<file path="src/rtl/hit_scorer.sv">
// hit_scorer: debounced strike scoring with a timed IDLE/PLAY/OVER round.
// Define MISS_PENALTY_EN to make a wrong strike in PLAY cost one BCD point.
module hit_scorer #(
    parameter int CLK_HZ          = 50000000,
    parameter int DEBOUNCE_CYCLES = 500000,
    parameter int GAME_SECONDS    = 60,
    parameter int SOUND_CYCLES    = 12500000
) (
    input  logic       CLOCK_50,
    input  logic       resetn,
    input  logic       start,
    input  logic [2:0] box_address,
    input  logic [2:0] target_box,
    output logic [7:0] score,
    output logic [5:0] time_left,
    output logic       hit_pulse,
    output logic       miss_pulse,
    output logic       play_sound,
    output logic       lobby_sound,
    output logic       game_over
);
    localparam int PW = $clog2(CLK_HZ + 1);
    localparam int DW = $clog2(DEBOUNCE_CYCLES + 1);
    localparam int SW = $clog2(SOUND_CYCLES + 1);

    typedef enum logic [1:0] {IDLE, PLAY, OVER} state_t;
    state_t state_q, state_d;

    logic [2:0]    sync1_q, sync1_d, sync2_q, sync2_d, filt_q, filt_d;
    logic [DW-1:0] db_cnt_q, db_cnt_d;
    logic [PW-1:0] pre_q, pre_d;
    logic [SW-1:0] snd_q, snd_d;
    logic [7:0]    score_q, score_d, score_inc;
    logic [5:0]    time_q, time_d;
    logic          hit_q, hit_d, miss_q, miss_d;
    logic          in_play, enter_play, tick, stable, accept, strike;
`ifdef MISS_PENALTY_EN
    logic [7:0]    score_dec;
`endif

    always_ff @(posedge CLOCK_50 or negedge resetn) begin
        if (!resetn) state_q <= IDLE;
        else         state_q <= state_d;
    end

    always_comb begin
        state_d = (state_q == PLAY) ? ((tick && time_q == 6'd1) ? OVER : PLAY)
                                    : (start ? PLAY : state_q);
    end

    always_comb begin
        lobby_sound = state_q == IDLE;
        game_over   = state_q == OVER;
        score       = score_q;
        time_left   = time_q;
        hit_pulse   = hit_q;
        miss_pulse  = miss_q;
        play_sound  = snd_q != '0;
    end

    always_comb begin
        in_play    = state_q == PLAY;
        enter_play = !in_play && state_d == PLAY;
        tick       = in_play && pre_q == PW'(CLK_HZ - 1);
        sync1_d    = box_address;
        sync2_d    = sync1_q;
        // sync1 == sync2 means sync2 will still hold this value after the next edge
        stable     = sync1_q == sync2_q && sync2_q != filt_q;
        accept     = stable && db_cnt_q == DW'(DEBOUNCE_CYCLES);
        db_cnt_d   = (stable && !accept) ? db_cnt_q + 1'b1 : '0;
        filt_d     = accept ? sync2_q : filt_q;
        strike     = accept && sync2_q != 3'd0;
        hit_d      = in_play && strike && sync2_q == target_box && target_box != 3'd0;
        miss_d     = in_play && strike && !hit_d;
        score_inc  = (score_q[3:0] != 4'd9) ? {score_q[7:4], score_q[3:0] + 4'd1}
                   : (score_q[7:4] != 4'd9) ? {score_q[7:4] + 4'd1, 4'd0} : score_q;
`ifdef MISS_PENALTY_EN
        score_dec  = (score_q[3:0] != 4'd0) ? {score_q[7:4], score_q[3:0] - 4'd1}
                   : (score_q[7:4] != 4'd0) ? {score_q[7:4] - 4'd1, 4'd9} : score_q;
        score_d    = enter_play ? 8'h00 : hit_d ? score_inc : miss_d ? score_dec : score_q;
`else
        score_d    = enter_play ? 8'h00 : hit_d ? score_inc : score_q;
`endif
        time_d     = enter_play ? 6'(GAME_SECONDS) : tick ? time_q - 6'd1 : time_q;
        pre_d      = (!in_play || tick) ? '0 : pre_q + 1'b1;
        snd_d      = hit_d ? SW'(SOUND_CYCLES) : (snd_q != '0) ? snd_q - 1'b1 : snd_q;
    end

    always_ff @(posedge CLOCK_50 or negedge resetn) begin
        if (!resetn) begin
            sync1_q  <= '0;
            sync2_q  <= '0;
            filt_q   <= '0;
            db_cnt_q <= '0;
            pre_q    <= '0;
            snd_q    <= '0;
            score_q  <= '0;
            time_q   <= '0;
            hit_q    <= 1'b0;
            miss_q   <= 1'b0;
        end else begin
            sync1_q  <= sync1_d;
            sync2_q  <= sync2_d;
            filt_q   <= filt_d;
            db_cnt_q <= db_cnt_d;
            pre_q    <= pre_d;
            snd_q    <= snd_d;
            score_q  <= score_d;
            time_q   <= time_d;
            hit_q    <= hit_d;
            miss_q   <= miss_d;
        end
    end
endmodule
</file>
<file path="config.mk">
export PLATFORM = sky130hd
export DESIGN_NAME = hit_scorer
export DESIGN_NICKNAME = d
export VERILOG_FILES = /design/src/rtl/hit_scorer.sv
export SDC_FILE = /design/constraint.sdc
export NUM_CORES = 1
export LEC_CHECK = 0
export ABC_AREA = 1
export CAP_MARGIN = 30
export CORE_ASPECT_RATIO = 1.25
export CORE_MARGIN = 2
export CORE_UTILIZATION = 45
export CTS_CLUSTER_DIAMETER = 60
export CTS_CLUSTER_SIZE = 20
export DETAILED_ROUTE_END_ITERATION = 16
export GPL_ROUTABILITY_DRIVEN = 0
export GPL_TIMING_DRIVEN = 0
export PLACE_DENSITY = 0.62
export SYNTH_ARGS = -nofsm -noshare
export SYNTH_HDL_FRONTEND = slang
export SYNTH_SLANG_ARGS = --single-unit
</file>
<file path="constraint.sdc">
create_clock -name CLOCK_50 -period 2.15 [get_ports CLOCK_50]
set_clock_uncertainty 0.2 [all_clocks]
set_input_delay 0.43 -clock CLOCK_50 [delete_from_list [all_inputs] [get_ports CLOCK_50]]
set_output_delay 0.43 -clock CLOCK_50 [all_outputs]
set_load 0.02 [all_outputs]
</file>
Word-level counts from Yosys, hierarchy flattened:

Cells that the tools add are included.

* add/sub/neg operators: 6
* multiply operators: 0
* div/mod/pow operators: 0
* magnitude comparators: 0
* equality and inequality tests: 12
* shifts and indexed selects: 0
* multiplexer cells: 13
* bitwise gates (word level): 0
* reductions and logical operators: 26

Operator list (number)
* 24-bit 2-to-1 mux: 2
* 8-bit 2-to-1 mux: 4
* 26-bit by 1-bit adder with 26-bit output, second input constant: 1
* 26-bit equality test, second input constant: 1
* 26-bit 2-to-1 mux: 1
* 24-bit nonzero test: 1
* 24-bit by 1-bit subtractor with 24-bit output, second input constant: 1
* 19-bit by 1-bit adder with 19-bit output, second input constant: 1
* 19-bit equality test, second input constant: 1
* 19-bit 2-to-1 mux: 1
* 6-bit 2-to-1 mux: 2
* 1-bit logical AND: 11
* 3-bit nonzero test: 3
* 4-bit by 1-bit adder with 4-bit output, second input constant: 2
* 4-bit inequality test, second input constant: 2
* 2-bit nonzero test: 4
* 3-bit equality test: 2
* 6-bit by 1-bit equality test with 1-bit output, second input constant: 1
* 2-bit 2-to-1 mux: 3
* 6-bit by 1-bit subtractor with 6-bit output, second input constant: 1
* 2-bit by 1-bit equality test with 1-bit output, second input constant: 2
* 1-bit logical NOT: 3
* 3-bit inequality test: 1
* 3-bit AND reduction: 1
* 5 further kinds: 5

* register bits: 96
* bits in latches: 0
* memory bits (writable): 0
* ROM bits: 0
* logic and storage cells: 69
* memories: 0

Logic depth before layout (Yosys ltp):

Gate-level depths: netlist of run 1.

* depth in word-level cells: 9
* gate-level depth with buffers: 13
* depth with buffers taken out: 13

Worst setup path after synthesis of run 1:

OpenSTA, ideal clock, no wires.

* kind: reg2out
* from: register snd_q[0]
* to: output play_sound
* arrival: 1.252 ns
* slack: 0.268 ns
* stages on the path, launching flop included: 7
* buffers on the path: 1
* cells stage by stage: dfrtp_1 > inv_1 > ha_1 > nand3_1 > nor3_2 > nand2_1 > buf_4

* cells in the longest elaborated chain, start to end: 1

Ends and longest elaborated chain
* start: declaration: RTL line 32 `logic [SW-1:0] snd_q, snd_d;`
* start signal: assignment: RTL line 107 `snd_q <= snd_d;`
* 24-bit nonzero test: RTL line 58 `play_sound = snd_q != '0;`
* end: declaration: RTL line 18 `output logic play_sound,`

Every way passes these cells.

Final worst setup path of run 1:

* from: register snd_q[19]
* to: output play_sound

Same word-level chain as after synthesis.

==> results.txt, run 1 <==
static leakage = 3.081 nW
final worst setup slack = -0.05148 ns
final hold violations = 0
Worst Tran Pin Value = 0.6013 ns
most used cell, CP = nand2_2
Post-Syn Instances = 712
post-synth cell types = 42
Max FO, Critical Path = 4
total detailed-routing wirelength = 12.58 mm
Slew Limit Headroom = 59.54%
GR Overflow Total = 0
clock tree buffer depth = 2
layout cell share with drive strength beyond 1 = 17.30%
# port buffers = 27
via count = 4801
slowest stage delay, CP = 0.43 ns
Layout area overhead = 20.69%
setup_tns = -0.05148 ns
Peak VDD IR = 0.7027 mV
syn_nets = 731
Max-Cap Viols = 0
Post-Layout Cell Count = 950
sequential element share of the synthesized area = 42.58%
CP Cell Sequence = nor2_2 -> nand2_2 -> nor3_2 -> nand2_2 -> inv_2 -> nand2_2 -> buf_6
Ant. Diodes = 0
post-DR wirelength/cell = 13.24 microns
# DRC = 0
Cell Area, Placed = 0.006142 sq mm
#FFs+latches synth = 96
Mapped Area = 0.005642 sq mm
CTS clk-pin slew, worst paths = 0.07 ns
CP startpoint kind = flop
hpwl dp = 9.081 mm
average size of a mapped cell = 7.924 sq um
largest net degree at the start of global routing = 57
fin crit period = 2.201 ns
final count of negative-setup-slack endpoints = 1
dpl cells = 904
die area = 0.01345 sq mm
RSZ-0062 raised after global routing = true
utilization after layout = 55.73%
Post-DRT Antenna Nets = 0
share of the synthesized area in the top cell type = 42.58%
Final Max Slew Viols = 0
outcome = complete, but fails checks
Yosys warning total = 0
most frequent cell after synthesis = nand2_1
Die Wd = 104.1 microns
failing checks = negative setup slack
dominant synthesized flop cell = dfrtp_1
initial core utilization = 46.18%
H-tree levels = 3
Synth async-reset ratio = 100.0%
Critical Path End Type = primary output
first-pass GRT wire length = 21.13 mm
Num CTS Buffers = 9
CP arrival = 1.57 ns
total power = 4.116 mW
Worst Hold Class = flop to flop
clk sink count = 96
f_max = 454.2 MHz
clock root buffer = clkbuf_16
fin area = 0.006809 sq mm
initial antenna violation count = 0
vias per cell = 5.054
Fill cells = 1103
die span in y = 129.2 microns
final layout net count = 800
Power Dens Cells = 604.5 mW/mm^2
number of synthesized flops with an enable pin = 0
cell taking the most area after synthesis = dfrtp_1
clk_lat worst skew = 0.36 ns
WP buf/inv = 2
vias in the first global route = 4638
Post-synth top cells = nand2_1, nor2_1, dfrtp_1
GRT Util Overall = 19.44%
Top Family by Delay on Critical Path = simple AND/OR/NAND/NOR gates
Final Cycle Share = 102.4%
pre-CTS setup slack = -0.5054 ns
Core Area = 0.01222 sq mm
DRT iter0 DRCs = 174
Ports = 28
Std-Cell Rows = 45
drt first pass iters = 7
Crit Path Category = flop to primary output
Critical Path RT = 1.52 ns
CTS tree = done
ranking of synthesized cells by area = dfrtp_1, nand2_1, nor2_1
slowest stage cell, crit path = dfrtp_1
WHS = 0.2437 ns
layer usage:
metal	part of all wire, %	up-vias	global-route usage (%)
met5	0	-	0
met4	2.9	0	9.618
met3	2.7	27	3.622
met2	51	75	34.48
met1	43	2278	22.79
li1	-	2421	-
area by class of cell:
cell class,count,area (sq um),area share (%)
Inverter,100,377.9,5.549
Clock inverter,7,62.56,0.9188
Tap cell,164,205.2,3.014
Sequential cell,96,2406,35.34
Multi-Input combinational cell,509,2942,43.20
Buffer,6,53.80,0.7902
Clock buffer,9,225.2,3.308
Timing Repair Buffer,59,536.8,7.883
cell families after synthesis:
group / synth area share (%)
buf+inv: 7.740
xor+xnor: 5.921
simple gates: 36.86
flops: 42.58
fa+ha+maj: 2.218
compound gates: 4.680
path summary, 6_finish.rpt:
| path | from | endpoint | slack (ns) | cells past startpoint |
|---|---|---|---|---|
| max | snd_q[19] | play_sound | -0.05 | 7 |
| max reg2reg | snd_q[0] | snd_q[7] | 0.05 | 11 |
| min | sync1_q[0] | sync2_q[0] | 0.24 | 0 |
| max in group asynchronous | resetn | pre_q[0] | 0.68 | 3 |
| min in group asynchronous | resetn | db_cnt_q[11] | 0.40 | 2 |
| min reg2reg | sync1_q[0] | sync2_q[0] | 0.24 | 0 |
flip-flops by register name (all words and copies together), names as in the netlist:
| register | flops |
|---|---|
| snd_q | 24 |
| state_q | 2 |
| sync2_q | 3 |
| score | 8 |
| sync1_q | 3 |
| miss_pulse | 1 |
| filt_q | 3 |
| db_cnt_q | 19 |
| pre_q | 26 |
| hit_pulse | 1 |
| time_left | 6 |
worst register-to-register path, cell delays in order, from the launching register on:
cell and delay [ns]:
dfrtp_1 0.39, inv_2 0.10, ha_4 0.17, buf_4 0.11, buf_4 0.10, nand2_1 0.06, nor2_1 0.16, inv_1 0.07
nor4_2 0.36, inv_1 0.13, nand3_1 0.10, inv_1 0.05
report_power, final:
part | switching [mW] | internal, mW | total, mW
Clock | 0.766 | 0.807 | 1.57
Combinational | 0.326 | 0.212 | 0.538
Sequential | 0.104 | 1.90 | 2.00
Total | 1.20 | 2.92 | 4.12
what timing repair did:
item,CTS,global route
hold endpoints to repair,40,0
pin swaps,4,14
hold buffers,1,0
setup buffers,8,22
endpoints found under the setup margin,25,62
cloned,0,0
resized for setup,19,29
layout by cell type (no fill, tap or decap), types with 3 or more instances in the layout:
cell type        Yosys  final
nand2_1            143    139
nor2_1             110    103
dfrtp_1             96     93
inv_1               90     86
nand3_1             43     40
buf_4                1     31
nand4_1             25     25
clkdlybuf4s50_1      0     23
o21ai_0             22     22
nor3_1              21     21
xor2_1              19     19
nand2_2             14     16
xnor2_1             16     16
a21oi_1             16     16
inv_2                8     11
nand3_2              9     10
clkbuf_16            0      9
nor2_2               5      8
nor2_4               3      7
nor4_1               7      7
nor3b_1              6      6
ha_1                10      6
nand3_4              3      5
buf_6                4      5
or2_1                5      5
o21ai_1              4      4
o21a_1               4      4
nor3_4               2      4
nand3b_1             4      4
clkinv_4             0      3
dfrtp_2              0      3
No activity file was read; power rests on OpenSTA's default activity.
==> run 2, diff against run 1 <==
CTS_BUF_LIST = sky130_fd_sc_hd__clkbuf_16   (was unset)
==> results of run 2 <==
Final layout, timing and power as in run 1 (identical DEF).
